File: config.mk
export PLATFORM = sky130hd
export DESIGN_NAME = median_uart_tx
export DESIGN_NICKNAME = d
export VERILOG_FILES = /design/src/rtl/median_uart_tx.sv
export SDC_FILE = /design/constraint.sdc
export NUM_CORES = 1
export LEC_CHECK = 0
export CAP_MARGIN = 15
export CORE_ASPECT_RATIO = 1.4
export CORE_MARGIN = 1.5
export CORE_UTILIZATION = 62
export CTS_BUF_LIST = sky130_fd_sc_hd__clkbuf_2 sky130_fd_sc_hd__clkbuf_4 sky130_fd_sc_hd__clkbuf_8
export DETAILED_ROUTE_END_ITERATION = 16
export PLACE_DENSITY = 0.83
export SLEW_MARGIN = 20
export SYNTH_ARGS = -nofsm -noshare
export SYNTH_HDL_FRONTEND = slang
export SYNTH_SLANG_ARGS = --single-unit
export TNS_END_PERCENT = 5
File: constraint.sdc
create_clock -name clk -period 5.1 [get_ports clk]
set_input_delay 0.51 -clock clk [delete_from_list [all_inputs] [get_ports clk]]
set_output_delay 0.51 -clock clk [all_outputs]
set_load 0.01 [all_outputs]
File: src/rtl/median_uart_tx.sv
`default_nettype none
// ============================================================================
//  Module      : median_uart_tx
//  Description : Buffers median words in a small FIFO and serializes each one
//                as a start / LSB-first data / stop frame on a UART line.
//  Revision    : 1.0  initial release
// ============================================================================
module median_uart_tx #(
  parameter int DATA_WIDTH   = 8,
  parameter int FIFO_DEPTH   = 4,
  parameter int CLKS_PER_BIT = 4
) (
  input  logic                          clk,
  input  logic                          rst,
  input  logic [DATA_WIDTH-1:0]         median,
  input  logic                          data_vld,
  input  logic                          clr_ovf,
  output logic                          tx,
  output logic                          tx_busy,
  output logic [$clog2(FIFO_DEPTH):0]   fifo_count,
  output logic                          overflow
);

  localparam int c_aw = $clog2(FIFO_DEPTH);
  localparam int c_cw = c_aw + 1;
  localparam int c_bw = (DATA_WIDTH > 1) ? $clog2(DATA_WIDTH) : 1;
  localparam int c_pw = $clog2(CLKS_PER_BIT);

  localparam logic [c_cw-1:0] c_depth    = c_cw'(FIFO_DEPTH);
  localparam logic [c_bw-1:0] c_bit_last = c_bw'(DATA_WIDTH - 1);
  localparam logic [c_pw-1:0] c_clk_last = c_pw'(CLKS_PER_BIT - 1);

  typedef enum logic [1:0] {
    S_IDLE  = 2'd0,
    S_START = 2'd1,
    S_DATA  = 2'd2,
    S_STOP  = 2'd3
  } state_t;

  state_t                r_state, w_state_nxt;
  logic [DATA_WIDTH-1:0] r_mem [FIFO_DEPTH];
  logic [c_aw-1:0]       r_wr_ptr, r_rd_ptr;
  logic [c_cw-1:0]       r_count;
  logic [DATA_WIDTH-1:0] r_shift, w_shift_nxt;
  logic [c_bw-1:0]       r_bit_cnt, w_bit_nxt;
  logic [c_pw-1:0]       r_clk_cnt, w_clk_nxt;
  logic                  r_tx, w_tx_nxt;
  logic                  r_busy, w_busy_nxt;
  logic                  r_ovf;
  logic                  w_pop, w_push, w_drop, w_period_end;

  // A pop on the same edge frees a slot, so a full FIFO can still accept.
  assign w_push       = data_vld && ((r_count < c_depth) || w_pop);
  assign w_drop       = data_vld && !w_push;
  assign w_period_end = (r_clk_cnt == c_clk_last);

  always_comb begin
    w_state_nxt = r_state;
    w_shift_nxt = r_shift;
    w_bit_nxt   = r_bit_cnt;
    w_clk_nxt   = r_clk_cnt;
    w_tx_nxt    = r_tx;
    w_busy_nxt  = r_busy;
    w_pop       = 1'b0;
    case (r_state)
      S_IDLE: begin
        w_tx_nxt   = 1'b1;
        w_busy_nxt = 1'b0;
        w_clk_nxt  = '0;
        if (r_count != '0) begin
          w_pop       = 1'b1;
          w_shift_nxt = r_mem[r_rd_ptr];
          w_bit_nxt   = '0;
          w_tx_nxt    = 1'b0;
          w_busy_nxt  = 1'b1;
          w_state_nxt = S_START;
        end
      end
      S_START: begin
        if (w_period_end) begin
          w_clk_nxt   = '0;
          w_tx_nxt    = r_shift[0];
          w_state_nxt = S_DATA;
        end else begin
          w_clk_nxt = r_clk_cnt + 1'b1;
        end
      end
      S_DATA: begin
        if (w_period_end) begin
          w_clk_nxt = '0;
          if (r_bit_cnt == c_bit_last) begin
            w_tx_nxt    = 1'b1;
            w_state_nxt = S_STOP;
          end else begin
            w_shift_nxt = r_shift >> 1;
            w_tx_nxt    = w_shift_nxt[0];
            w_bit_nxt   = r_bit_cnt + 1'b1;
          end
        end else begin
          w_clk_nxt = r_clk_cnt + 1'b1;
        end
      end
      S_STOP: begin
        if (w_period_end) begin
          w_clk_nxt   = '0;
          w_tx_nxt    = 1'b1;
          w_busy_nxt  = 1'b0;
          w_state_nxt = S_IDLE;
        end else begin
          w_clk_nxt = r_clk_cnt + 1'b1;
        end
      end
      default: begin
        w_tx_nxt    = 1'b1;
        w_busy_nxt  = 1'b0;
        w_clk_nxt   = '0;
        w_state_nxt = S_IDLE;
      end
    endcase
  end

  always_ff @(posedge clk or negedge rst) begin
    if (!rst) begin
      r_state   <= S_IDLE;
      r_shift   <= '0;
      r_bit_cnt <= '0;
      r_clk_cnt <= '0;
      r_tx      <= 1'b1;
      r_busy    <= 1'b0;
    end else begin
      r_state   <= w_state_nxt;
      r_shift   <= w_shift_nxt;
      r_bit_cnt <= w_bit_nxt;
      r_clk_cnt <= w_clk_nxt;
      r_tx      <= w_tx_nxt;
      r_busy    <= w_busy_nxt;
    end
  end

  always_ff @(posedge clk or negedge rst) begin
    if (!rst) begin
      r_wr_ptr <= '0;
      r_rd_ptr <= '0;
      r_count  <= '0;
      r_ovf    <= 1'b0;
    end else begin
      if (w_push) r_wr_ptr <= r_wr_ptr + 1'b1;
      if (w_pop)  r_rd_ptr <= r_rd_ptr + 1'b1;
      case ({w_push, w_pop})
        2'b10:   r_count <= r_count + 1'b1;
        2'b01:   r_count <= r_count - 1'b1;
        default: r_count <= r_count;
      endcase
      // A drop on the same edge as a clear keeps the flag set.
      if (w_drop)       r_ovf <= 1'b1;
      else if (clr_ovf) r_ovf <= 1'b0;
    end
  end

  always_ff @(posedge clk) begin
    if (w_push) r_mem[r_wr_ptr] <= median;
  end

  assign tx         = r_tx;
  assign tx_busy    = r_busy;
  assign fifo_count = r_count;
  assign overflow   = r_ovf;

endmodule
`default_nettype wire

# Yosys cells after proc, flatten, opt, wreduce, memory -nomap -nowiden
# Memories as Yosys holds them, arrays and structs flattened.
# Index checks and enable logic that the tools add are counted.
[classes]
addsub = 6
order_cmp = 1
eq_ne = 13
mux = 31
reduce_logical = 15
[op_table]
columns = ["op", "count"]
rows = [
  ["8-bit two-way mux", 3],
  ["8-bit case mux with 2 select lines", 1],
  ["1-bit two-way mux", 12],
  ["2-bit two-way mux", 6],
  ["2-bit inequality test, second input constant", 6],
  ["3-bit case mux with 2 select lines", 2],
  ["3-bit two-way mux", 3],
  ["2-bit == test, second input constant", 4],
  ["2-bit case mux with 4 select lines", 1],
  ["2-bit nonzero test", 4],
  ["2-bit by 1-bit adder with 2-bit output, second input constant", 3],
  ["3-bit by 1-bit adder with 3-bit output, second input constant", 2],
  ["5-bit AND reduction", 1],
  ["2-bit by 1-bit == test with 1-bit output, second input constant", 2],
  ["1-bit case mux with 4 select lines", 1],
  ["2-bit case mux with 2 select lines", 1],
  ["4-bit AND reduction", 1],
  ["3-bit == test, second input constant", 1],
  ["3-bit < comparator, second input constant", 1],
  ["3-bit AND reduction", 1],
  ["3-bit nonzero test", 1],
  ["3-bit OR reduction", 1],
  ["3-bit by 1-bit subtractor with 3-bit output, second input constant", 1],
  ["1-bit logical AND", 2],
  ["other kinds (5)", 5],
]
[word_totals]
register_bits = 25
mem_bits_rw = 32
input_bits = 12
output_inout_bits = 6
n_memories = 1
[memory_table]
columns = ["name", "words", "word_bits", "rd", "rd_ports_with_merged_regs", "write_ports", "line_no", "rtl"]
rows = [
  ["r_mem", 4, 8, 1, 0, 1, "41", "logic [DATA_WIDTH-1:0] r_mem [FIFO_DEPTH];"],
]

# Logic depth before layout (Yosys ltp)
[depth]
ltp_word = 8
ltp_mapped = 11

# Least setup slack after synthesis
# No wires, ideal clock.
[synth_timing]
path_kind = "register -> register"
startpoint = "register r_state[0]"
endpoint = "register r_count[2] (netlist: fifo_count[2])"
setup_ns = 0.079
t_arrival_ns = 1.841
setup_slack_ns = 3.179
stages_incl_launch_ff = 12
period_less_slack_ns = 1.921
cell_sequence = "dfrtp_1 > inv_1 > ha_1 > inv_1 > a21oi_1 > inv_1 > ha_1 > inv_1 > fa_1 > xor2_1 > nor2_1 > xor2_1"
[synth_between]
elab_chain_len = 6
elab_cells_between_ends = 8
[synth_rtl]
columns = ["element", "line_no", "rtl"]
rows = [
  ["start, declared", "40", "state_t r_state, w_state_nxt;"],
  ["start signal, assigned", "131", "r_state <= w_state_nxt;"],
  ["2-bit zero test (*)", "65", "case (r_state)"],
  ["1-bit two-way mux (*)", "65", ""],
  ["1-bit logical OR", "53", "assign w_push = data_vld && ((r_count < c_depth) || w_pop);"],
  ["1-bit logical AND", "53", ""],
  ["2-bit by 1-bit == test with 1-bit output or 2-bit == test (tied branches)", "149", "case ({w_push, w_pop})"],
  ["3-bit case mux with 2 select lines or 2-bit nonzero test (tied branches)", "n/a", ""],
  ["end signal, assigned", "150", "2'b10: r_count <= r_count + 1'b1;"],
  ["end signal, assigned", "151", "2'b01: r_count <= r_count - 1'b1;"],
  ["end signal, assigned", "152", "default: r_count <= r_count;"],
  ["end, declared", "43", "logic [c_cw-1:0] r_count;"],
]
# Mark *: on every way between the ends. The rest lies on a longest branch, timed or not.
# A chain may end at the register's enable or synchronous reset.

# Worst setup path in the final report
[layout_timing]
startpoint = "register r_state[0]"
endpoint = "register r_shift[0]"
[layout_between]
elab_chain_len = 3
elab_cells_between_ends = 8
[layout_rtl]
columns = ["element", "line_no", "rtl"]
rows = [
  ["2-bit == test or 2-bit zero test (tied branches)", "65", ""],
  ["2-bit inequality test (no source line) or 2-bit nonzero test (tied branches)", "n/a", ""],
  ["4-bit AND reduction (no source line)", "n/a", ""],
  ["end signal, assigned", "132", "r_shift <= w_shift_nxt;"],
  ["end, declared", "44", "logic [DATA_WIDTH-1:0] r_shift, w_shift_nxt;"],
]
# Parallel ways exist; a longest one is shown, timed or not.

==> metrics.cfg <==
[routing]
routed_wirelength_um = 4480
avgViaCountPerCell = 5.98
ant_nets = 0
drcViolationCount = 0
dr.pass1.iters = 6
wire_per_inst_um = 18.1
drt_iter0_drc = 47
vias = 1478

[hold_path]
hold_path_class = input port to async pin

[clocking]
cts_resized = 0
cts_buffers = 9
cts_tree = done
clock-sinks = 57
post_cts_buffers = 0
clockRootBuffer = clkbuf_8
cts_max_level = 3
cts_hold_buf = 0
clk_latency_ps = 340
max-clock-path-buffers = 2
clk_pin_slew_ps = 70

[floorplan]
ios = 18
core_um2 = 3990
start_util = 0.656
dieHeight_um = 79.9
rows = 27
die_area_um2 = 4620
die_x_um = 57.9

[global_route]
grt_overflow = 0
grtUsageTotal = 0.222
antenna_found_initial = 0
grt_max_degree = 26
grt_pass1_wl_um = 7340
grt_pass1_vias = 1578

[sta]
hold_violations = 0
finalSetupTns_ps = 0
finClkSkew_ps = 7.25
fmax_mhz = 441
fin_crit_ps = 2270
final-setup-viol-count = 0
slew_headroom = 0.378
rsz0062_at_grt = false
fin_crit_sh = 0.445
fin_hold_ws_ps = 168
worst_slew_pin_slew_ps = 933
drv_slew = 0

[placement]
place_area_um2 = 2770
dp_hpwl_um = 3030
io_buffer_count = 17
place_congestion = 0.749
place_inst = 231

[yosys]
yosys_warnings = 0
seq_area_frac_synth = 0.607
synthArstFlopShare = 0.439
syn-num-nets = 203
syn_area_um2 = 2620
synth-edff-count = 32
syn-mean-instance-area_um2 = 14.8
yosys.cell_types.count = 35
synthCells = 177
ys.flop_type = edfxtp_1
ys_seq_elements = 57

[pwr]
power_density_nw_per_um2 = 665
p_sw_mw = 0.658
power.share.clock = 0.238
sequentialPowerShare = 0.387
leakagePower_nw = 1.25
vdd_drop_max_uv = 432
power_frac_comb = 0.375
finalPower_mw = 1.99
netSwitchingFraction = 0.331
intPower_mw = 1.33

[finish]
final_nets = 225
fill_cells = 241
finalNonFillerCells = 247
syn_to_final_growth_pct = 14.4
final_common_cell = edfxtp_1
design_area_um2 = 2990
drive_gt1_frac = 0.176
n_antenna_cell = 0
final_cell_mix = edfxtp_1, dfrtp_1, mux2i_1, clkdlybuf4s50_1, inv_1

[critical_path]
start_kind = flip-flop
crit_arrival_ps = 2490
cp.required_ps = 5320
cp-end-kind = flip-flop
crit_fanout = 17
worstSetupPathType = flip-flop to flip-flop

[status]
outcome = completed

[run]
drv_cap = 0

[worst paths after layout]
check                                        from  slack [ps]  depth (start not counted)                     end
min in group clk           r_clk_cnt[0]$_DFF_PN0_         440                          1  r_clk_cnt[0]$_DFF_PN0_
max                        r_state[0]$_DFFE_PN0P_        2830                          5  r_shift[0]$_DFFE_PN0P_
min reg2reg                r_clk_cnt[0]$_DFF_PN0_         440                          1  r_clk_cnt[0]$_DFF_PN0_
max in group asynchronous                     rst        4550                          1    overflow$_DFFE_PN0P_
min                                           rst         170                          1  r_shift[4]$_DFFE_PN0P_
max reg2reg                r_state[0]$_DFFE_PN0P_        2830                          5  r_shift[0]$_DFFE_PN0P_
[power groups by stage]
stage | sequential (mW) | combinational (mW) | clock, mW
floorplan | 0.728 | 0.640 | 0
global placement | 0.763 | 0.703 | 0
detailed placement | 0.776 | 0.744 | 0
CTS | 0.769 | 0.756 | 0.480
global route | 0.788 | 0.825 | 0.498
finish | 0.770 | 0.747 | 0.474
[sequential cells by signal, summed over array words and instances (netlist names)]
| register | cells |
|---|---|
| fifo_count | 3 |
| overflow | 1 |
| r_bit_cnt | 3 |
| r_clk_cnt | 2 |
| r_mem | 32 |
| r_rd_ptr | 2 |
| r_shift | 8 |
| r_state | 2 |
| r_wr_ptr | 2 |
| tx | 1 |
| tx_busy | 1 |
[worst max-delay path, stage by stage (launching register included)]
cell      delay, ps
dfrtp_1         400
inv_1           130
ha_1            520
nand3b_1        200
a21boi_4        490
mux2_2          400
[Yosys cell counts, types with 4 or more instances]
master,number,area share
edfxtp_1,32,0.37
o221ai_1,8,0.027
mux2_4,8,0.046
mux2i_1,19,0.073
dfrtp_1,24,0.23
inv_1,14,0.020
and3_1,4,0.0096
ha_1,13,0.062
nand2_1,10,0.014
[routing by layer]
| metal | global-route usage | routed length (µm) | vias up |
|---|---|---|---|
| li1 | - | - | 689 |
| met1 | 0.267 | 1920 | 737 |
| met2 | 0.357 | 2240 | 32 |
| met3 | 0.0438 | 142 | 20 |
| met4 | 0.149 | 174 | 0 |
| met5 | 0 | 0 | - |
[stage by stage]
stage / setup WS, ps / utilization
6_report: 2830 / 0.751
5_1_grt: 2710 / 0.751
4_1_cts: 2840 / 0.752
3_5_place_dp: 2680 / 0.695
3_3_place_gp: 2800 / 0.695
2_1_floorplan: 3180 / -
[cells by family (layout without fill, tap and decap cells)]
group | Yosys count | after routing | share of synthesized area
AOI/OAI and AO/OA | 21 | 21 | 0.0641
xor gates and xnor gates | 6 | 6 | 0.0201
adders and majority gates | 14 | 14 | 0.0698
buffers and inverters | 20 | 47 | 0.0473
DFF | 57 | 57 | 0.607
muxes | 30 | 30 | 0.132
and+or+nand+nor | 29 | 29 | 0.0603
[layout make-up]
class	instances	area, µm²	area share
clock inverter	5	77.6	0.0259
timing repair buffer	17	165	0.0552
multi-input combinational	100	905	0.302
inverter	14	52.6	0.0176
clock buffer	11	151	0.0506
tap	43	53.8	0.0180
sequential	57	1590	0.531
No activity file was read; power rests on OpenSTA's default activity.
